--- config.mk ---
export PLATFORM = sky130hd
export DESIGN_NAME = csa_resolver_flat
export DESIGN_NICKNAME = d
export VERILOG_FILES = /design/src/rtl/csa_pkg.sv /design/src/rtl/csa_resolver_if.sv /design/src/rtl/csa_resolver_digit_adder.sv /design/src/rtl/csa_resolver.sv /design/src/flat_wrapper.sv
export SDC_FILE = /design/constraint.sdc
export NUM_CORES = 1
export LEC_CHECK = 0
export CORE_ASPECT_RATIO = 1.5
export CORE_MARGIN = 4
export CORE_UTILIZATION = 50
export CTS_BUF_LIST = sky130_fd_sc_hd__clkbuf_8
export DETAILED_ROUTE_END_ITERATION = 8
export GPL_TIMING_DRIVEN = 0
export PLACE_DENSITY = 0.89
export SLEW_MARGIN = 20
export SYNTH_ARGS = -nofsm -noshare
export SYNTH_HDL_FRONTEND = slang
export SYNTH_SLANG_ARGS = --single-unit
--- constraint.sdc ---
create_clock -name clk -period 1.45 [get_ports clk]
set_clock_uncertainty 0.15 [all_clocks]
set_input_delay 0.145 -clock clk [delete_from_list [all_inputs] [get_ports clk]]
set_output_delay 0.145 -clock clk [all_outputs]
set_load 0.005 [all_outputs]
--- src/rtl/csa_pkg.sv ---
// Shared definitions for the carry-save datapath: resolver FSM states and
// the default operand geometry used by both the adder and the resolver.
package csa_pkg;

    typedef enum logic [1:0] {
        IDLE = 2'd0,
        RUN  = 2'd1,
        DONE = 2'd2
    } csa_state_e;

    localparam int CSA_WIDTH = 5;
    localparam int CSA_DIGIT = 1;

    // Counter width able to hold 0..n.
    function automatic int csa_cnt_width(input int n);
        return (n < 1) ? 1 : $clog2(n + 1);
    endfunction

endpackage

--- src/rtl/csa_resolver_if.sv ---
// Operand/result bus of the carry-save resolver.
interface csa_resolver_if #(
    parameter int WIDTH = csa_pkg::CSA_WIDTH
);
    // A transfer happens on a rising edge where valid && ready. The source
    // keeps valid and its payload stable until then; ready may change freely.
    logic             in_valid;
    logic             in_ready;
    logic [WIDTH-1:0] sum_in;
    logic [WIDTH-1:0] carry_in;
    logic             out_valid;
    logic             out_ready;
    logic [WIDTH:0]   result;
    logic             busy;

    modport master (
        output in_valid, sum_in, carry_in, out_ready,
        input  in_ready, out_valid, result, busy
    );

    modport slave (
        input  in_valid, sum_in, carry_in, out_ready,
        output in_ready, out_valid, result, busy
    );
endinterface

--- src/rtl/csa_resolver_digit_adder.sv ---
// Combinational DIGIT-bit ripple full-adder chain used by the resolver.
module digit_adder #(
    parameter int DIGIT = csa_pkg::CSA_DIGIT
) (
    input  logic [DIGIT-1:0] a_i,
    input  logic [DIGIT-1:0] b_i,
    input  logic             cin_i,
    output logic [DIGIT-1:0] sum_o,
    output logic             cout_o
);
    logic [DIGIT:0] carry;

    assign carry[0] = cin_i;

    for (genvar i = 0; i < DIGIT; i++) begin : g_fa
        assign sum_o[i]     = a_i[i] ^ b_i[i] ^ carry[i];
        assign carry[i + 1] = (a_i[i] & b_i[i]) | (carry[i] & (a_i[i] ^ b_i[i]));
    end

    assign cout_o = carry[DIGIT];
endmodule

--- src/rtl/csa_resolver.sv ---
// Digit-serial carry-propagate resolver: turns a (sum, carry) pair into a
// WIDTH+1-bit binary result, DIGIT bits per cycle.
module csa_resolver
    import csa_pkg::*;
#(
    parameter int WIDTH = CSA_WIDTH,
    parameter int DIGIT = CSA_DIGIT
) (
    input  logic                 clk,
    input  logic                 rst_n,
    csa_resolver_if.slave        bus,
    output csa_state_e           state_o
);
    localparam int N  = WIDTH / DIGIT;
    localparam int CW = csa_cnt_width(N);
    localparam logic [CW-1:0] LAST = CW'(N - 1);

    csa_state_e       state_q, state_d;
    logic [WIDTH-1:0] s_q, s_d;
    logic [WIDTH-1:0] c_q, c_d;
    logic [WIDTH-1:0] acc_q, acc_d;
    logic [WIDTH:0]   result_q, result_d;
    logic [CW-1:0]    cnt_q, cnt_d;
    logic             cy_q, cy_d;

    logic [DIGIT-1:0] dig;
    logic             dig_cout;

    digit_adder #(.DIGIT(DIGIT)) u_digit_adder (
        .a_i    (s_q[DIGIT-1:0]),
        .b_i    (c_q[DIGIT-1:0]),
        .cin_i  (cy_q),
        .sum_o  (dig),
        .cout_o (dig_cout)
    );

    always_ff @(posedge clk) begin
        if (!rst_n) begin
            state_q  <= IDLE;
            s_q      <= '0;
            c_q      <= '0;
            acc_q    <= '0;
            result_q <= '0;
            cnt_q    <= '0;
            cy_q     <= 1'b0;
        end else begin
            state_q  <= state_d;
            s_q      <= s_d;
            c_q      <= c_d;
            acc_q    <= acc_d;
            result_q <= result_d;
            cnt_q    <= cnt_d;
            cy_q     <= cy_d;
        end
    end

    always_comb begin
        state_d  = state_q;
        s_d      = s_q;
        c_d      = c_q;
        acc_d    = acc_q;
        result_d = result_q;
        cnt_d    = cnt_q;
        cy_d     = cy_q;
        case (state_q)
            IDLE: begin
                if (bus.in_valid) begin
                    state_d = RUN;
                    s_d     = bus.sum_in;
                    c_d     = bus.carry_in;
                    acc_d   = '0;
                    cnt_d   = '0;
                    cy_d    = 1'b0;
                end
            end
            RUN: begin
                // New digits enter at the top so the LSB digit ends at bit 0.
                s_d   = s_q >> DIGIT;
                c_d   = c_q >> DIGIT;
                acc_d = (acc_q >> DIGIT) | (WIDTH'(dig) << (WIDTH - DIGIT));
                cy_d  = dig_cout;
                cnt_d = cnt_q + 1'b1;
                if (cnt_q == LAST) begin
                    state_d  = DONE;
                    result_d = {dig_cout, acc_d};
                end
            end
            DONE: begin
                if (bus.out_ready) begin
                    state_d = IDLE;
                end
            end
            default: state_d = IDLE;
        endcase
    end

    assign bus.in_ready  = (state_q == IDLE) && rst_n;
    assign bus.out_valid = (state_q == DONE);
    assign bus.result    = result_q;
    assign bus.busy      = (state_q != IDLE);
    assign state_o       = state_q;
endmodule

--- src/flat_wrapper.sv ---
// flat-port wrapper written by rule: the top's interface ports become plain ports
module csa_resolver_flat import csa_pkg::*;
#(
    parameter int WIDTH = CSA_WIDTH,
    parameter int DIGIT = CSA_DIGIT
)
  (clk, rst_n, state_o, bus_in_valid, bus_sum_in, bus_carry_in, bus_out_ready, bus_in_ready, bus_out_valid, bus_result, bus_busy);
  csa_resolver_if #(.WIDTH(WIDTH)) bus_i ();
  input  logic clk;
  input  logic rst_n;
  output csa_state_e state_o;
  input wire logic [$bits(bus_i.in_valid)-1:0] bus_in_valid;
  input wire logic [$bits(bus_i.sum_in)-1:0] bus_sum_in;
  input wire logic [$bits(bus_i.carry_in)-1:0] bus_carry_in;
  input wire logic [$bits(bus_i.out_ready)-1:0] bus_out_ready;
  output wire logic [$bits(bus_i.in_ready)-1:0] bus_in_ready;
  output wire logic [$bits(bus_i.out_valid)-1:0] bus_out_valid;
  output wire logic [$bits(bus_i.result)-1:0] bus_result;
  output wire logic [$bits(bus_i.busy)-1:0] bus_busy;
  assign bus_i.in_valid = bus_in_valid;
  assign bus_i.sum_in = bus_sum_in;
  assign bus_i.carry_in = bus_carry_in;
  assign bus_i.out_ready = bus_out_ready;
  assign bus_in_ready = bus_i.in_ready;
  assign bus_out_valid = bus_i.out_valid;
  assign bus_result = bus_i.result;
  assign bus_busy = bus_i.busy;
  csa_resolver #(.WIDTH(WIDTH), .DIGIT(DIGIT)) u_core (.clk(clk), .rst_n(rst_n), .bus(bus_i), .state_o(state_o));
endmodule
==> metrics <==
Die Height=about 68 µm; grt met3 use=about 4.3%; CTS buffer count=3; Slew HR=74.6%; PwrDens=996 nW/µm²; Pwr Total=roughly 1.6 mW; status=complete, no violations; Top Family by Delay on Critical Path=buffers and inverters; dpl hpwl=~2000 µm; Layout Cell Area excl Fill=1600 µm²; P_leak=roughly 0.67 nW; multi-input combinational cell area=about 620 µm²; vias per std cell=5.74; Tcrit/Tclk final=97.2%; Yosys top cell by area=dfxtp_1; GRT overflow=0; Clock Path Buffers=2; sequential fraction of the synthesis area=between 40% and 50%; Final Hold Viols=0; syn nets=around 140; vias in the first global route=between 1000 and 1500; setup violators final=0; Synth area leaders=dfxtp_1 (44%), nor2b_1 (7.9%), o221a_1 (4.8%), a22oi_1 (3.8%), nand3_1 (3.0%); startpoint types=flip-flop; critical-path maximum fanout=2; Max Fclk=709 MHz; CP Capture Type=output pin; crit-path max cell delay=about 500 ps; most common cell after layout, fill and taps aside=dfxtp_1; Max IR drop VDD=724 µV; number of H-tree levels=1; Initial Util=between 50 and 60%; min Tclk post-route=roughly 1400 ps; Setup Crit Path Kind=flip-flop to output pin; fin. max-slew vios=0; share of cells above drive strength 1=a little over a fifth; setup TNS=0 ps; Area Growth Syn to Fin=35.1%; FF+latch count, synth=26; WP data required=about 1200 ps; storage element area=around 530 µm²; WL per Instance=16.3 µm; Synth cell types=30; maxcap violations=0; Ports=25; synthesized cell area=roughly 1200 µm²; # nets final=between 150 and 200; clk slew on worst S/H paths=90 ps; clock latency on the worst-skew pair=between 200 and 300 ps; Bufs and invs on worst path=1; WL final=slightly below 3000 µm; CTS tree=done; DRC violations left=0; Post-DP Area=1440 µm²; antenna violations before repair=0; post-synth top area share=between 40% and 50%; first-pass GRT wire length=between 5000 and 6000 µm; Yosys warnings=0; pin count of the biggest net entering global routing=16; hold_buf cts=0; Filler cells=about 160; critical path, cell by cell=clkdlybuf4s50_1; GR Util met1=a little under a quarter; commonest non-fill, non-tap cells in the layout=dfxtp_1 (22), nor2b_1 (14), clkdlybuf4s50_1 (14), nand2_1 (9), nand3_1 (7); row count=21; clk root buf=clkbuf_8; CP arrival=roughly 1100 ps; Initial DRC Count=30; Die W=approximately 48 µm; GRT Resource Usage Total=21.6%; die area=3220 µm²; clk sink count=26; Worst Tran Pin Value=381 ps; met2 usage=about two fifths; Hold Crit Class=primary input to flip-flop; slowest cell on the critical path=clkdlybuf4s50_1; Antenna Diode Count=0; Core Area=2230 µm²; Synth Area per Inst=9.45 µm²; port bufs=23; Final ANT Viol Nets=0; GPL Wtd Cong=roughly 0.8; Mapped Cells=approximately 130; grt peak-use layer=met2; Pre-antenna DRT Iters=4; Vias=around 1000
## synthesized netlist by cell type
master and instances:
nand4b_2 1, a21boi_1 3, clkbuf_1 4, fa_1 1
inv_1 6, and3_1 1, nand2b_1 2, o221a_1 5
a32oi_1 2, mux2i_1 1, dfxtp_1 26, a21oi_1 5
o32a_1 1, and2_1 1, nor2_2 1, nor2_4 1
o21bai_4 1, nor2_1 6, a22oi_1 6, buf_4 1
o221a_2 3, a2bb2oi_1 3, nand2_1 9, o21ai_1 6
nor2b_1 15, nand3_1 7, ha_1 2, buf_6 1
buf_2 3, nand2_2 1
## cell type report
cell class | instances | area share [%]
Sequential cell | 26 | 33.3
Timing Repair Buffer | 27 | 15.9
Inverter | 6 | 1.41
Clock buffer | 3 | 2.59
Clock inverter | 1 | 1.88
Multi-Input combinational cell | 84 | 38.7
Tap cell | 23 | 1.80
Buffer | 9 | 4.39
## power breakdown
part | internal (mW) | switching, mW | total (mW)
clock | 0.370 | 0.227 | 0.596
combinational | 0.122 | 0.106 | 0.228
sequential | 0.743 | 0.0212 | 0.764
total | 1.23 | 0.354 | 1.59
## flip-flops by register name, summed over array words and instances (netlist names)
signal and flops:
u_core.cnt_q 3, u_core.c_q 5, u_core.cy_q 1, u_core.bus.result 6
u_core.state_o 2, u_core.s_q 5, u_core.acc_q 4
## layer usage
metal,share of wire (%),routed length (µm),up-vias
met5,0,0,-
met2,54,1560,31
met3,5.6,163,10
li1,-,-,504
met1,39,1130,482
met4,2.3,66,0
## stage by stage
step	util (%)	hold slack (ps)	instances	setup WS, ps
2_1_floorplan	-	134	125	187
3_3_place_gp	64.5	296	171	-590
3_5_place_dp	64.5	301	171	-591
4_1_cts	70.1	189	179	3.31
5_1_grt	71.4	227	179	-2.20
6_report	71.4	188	179	40.3
## cells by family after synthesis
family / share of synthesized area, %
compound gates: 24.2
fa+ha+maj: 3.81
buf+inv: 6.04
flops: 44.1
mux: 0.847
simple gates: 21.1
## final timing paths
check	startpoint	endpoint	slack [ps]	cells past startpoint
worst max register to register	u_core.state_o[0]$_SDFFE_PN0P_	u_core.s_q[2]$_SDFFE_PN0P_	50	5
worst min register to register	u_core.bus.result[5]$_SDFFE_PN0P_	u_core.bus.result[5]$_SDFFE_PN0P_	310	2
worst min-delay path	rst_n	u_core.bus.result[0]$_SDFFE_PN0P_	190	3
worst max-delay path	u_core.bus.result[0]$_SDFFE_PN0P_	bus_result[0]	40	1
## what timing repair did
item,4_1_cts,5_1_grt
buffers inserted,4,0
setup endpoints to repair,5,21
pin swaps,2,3
gates resized for setup,21,16
Note: power is estimated with default switching activity, not from simulation.
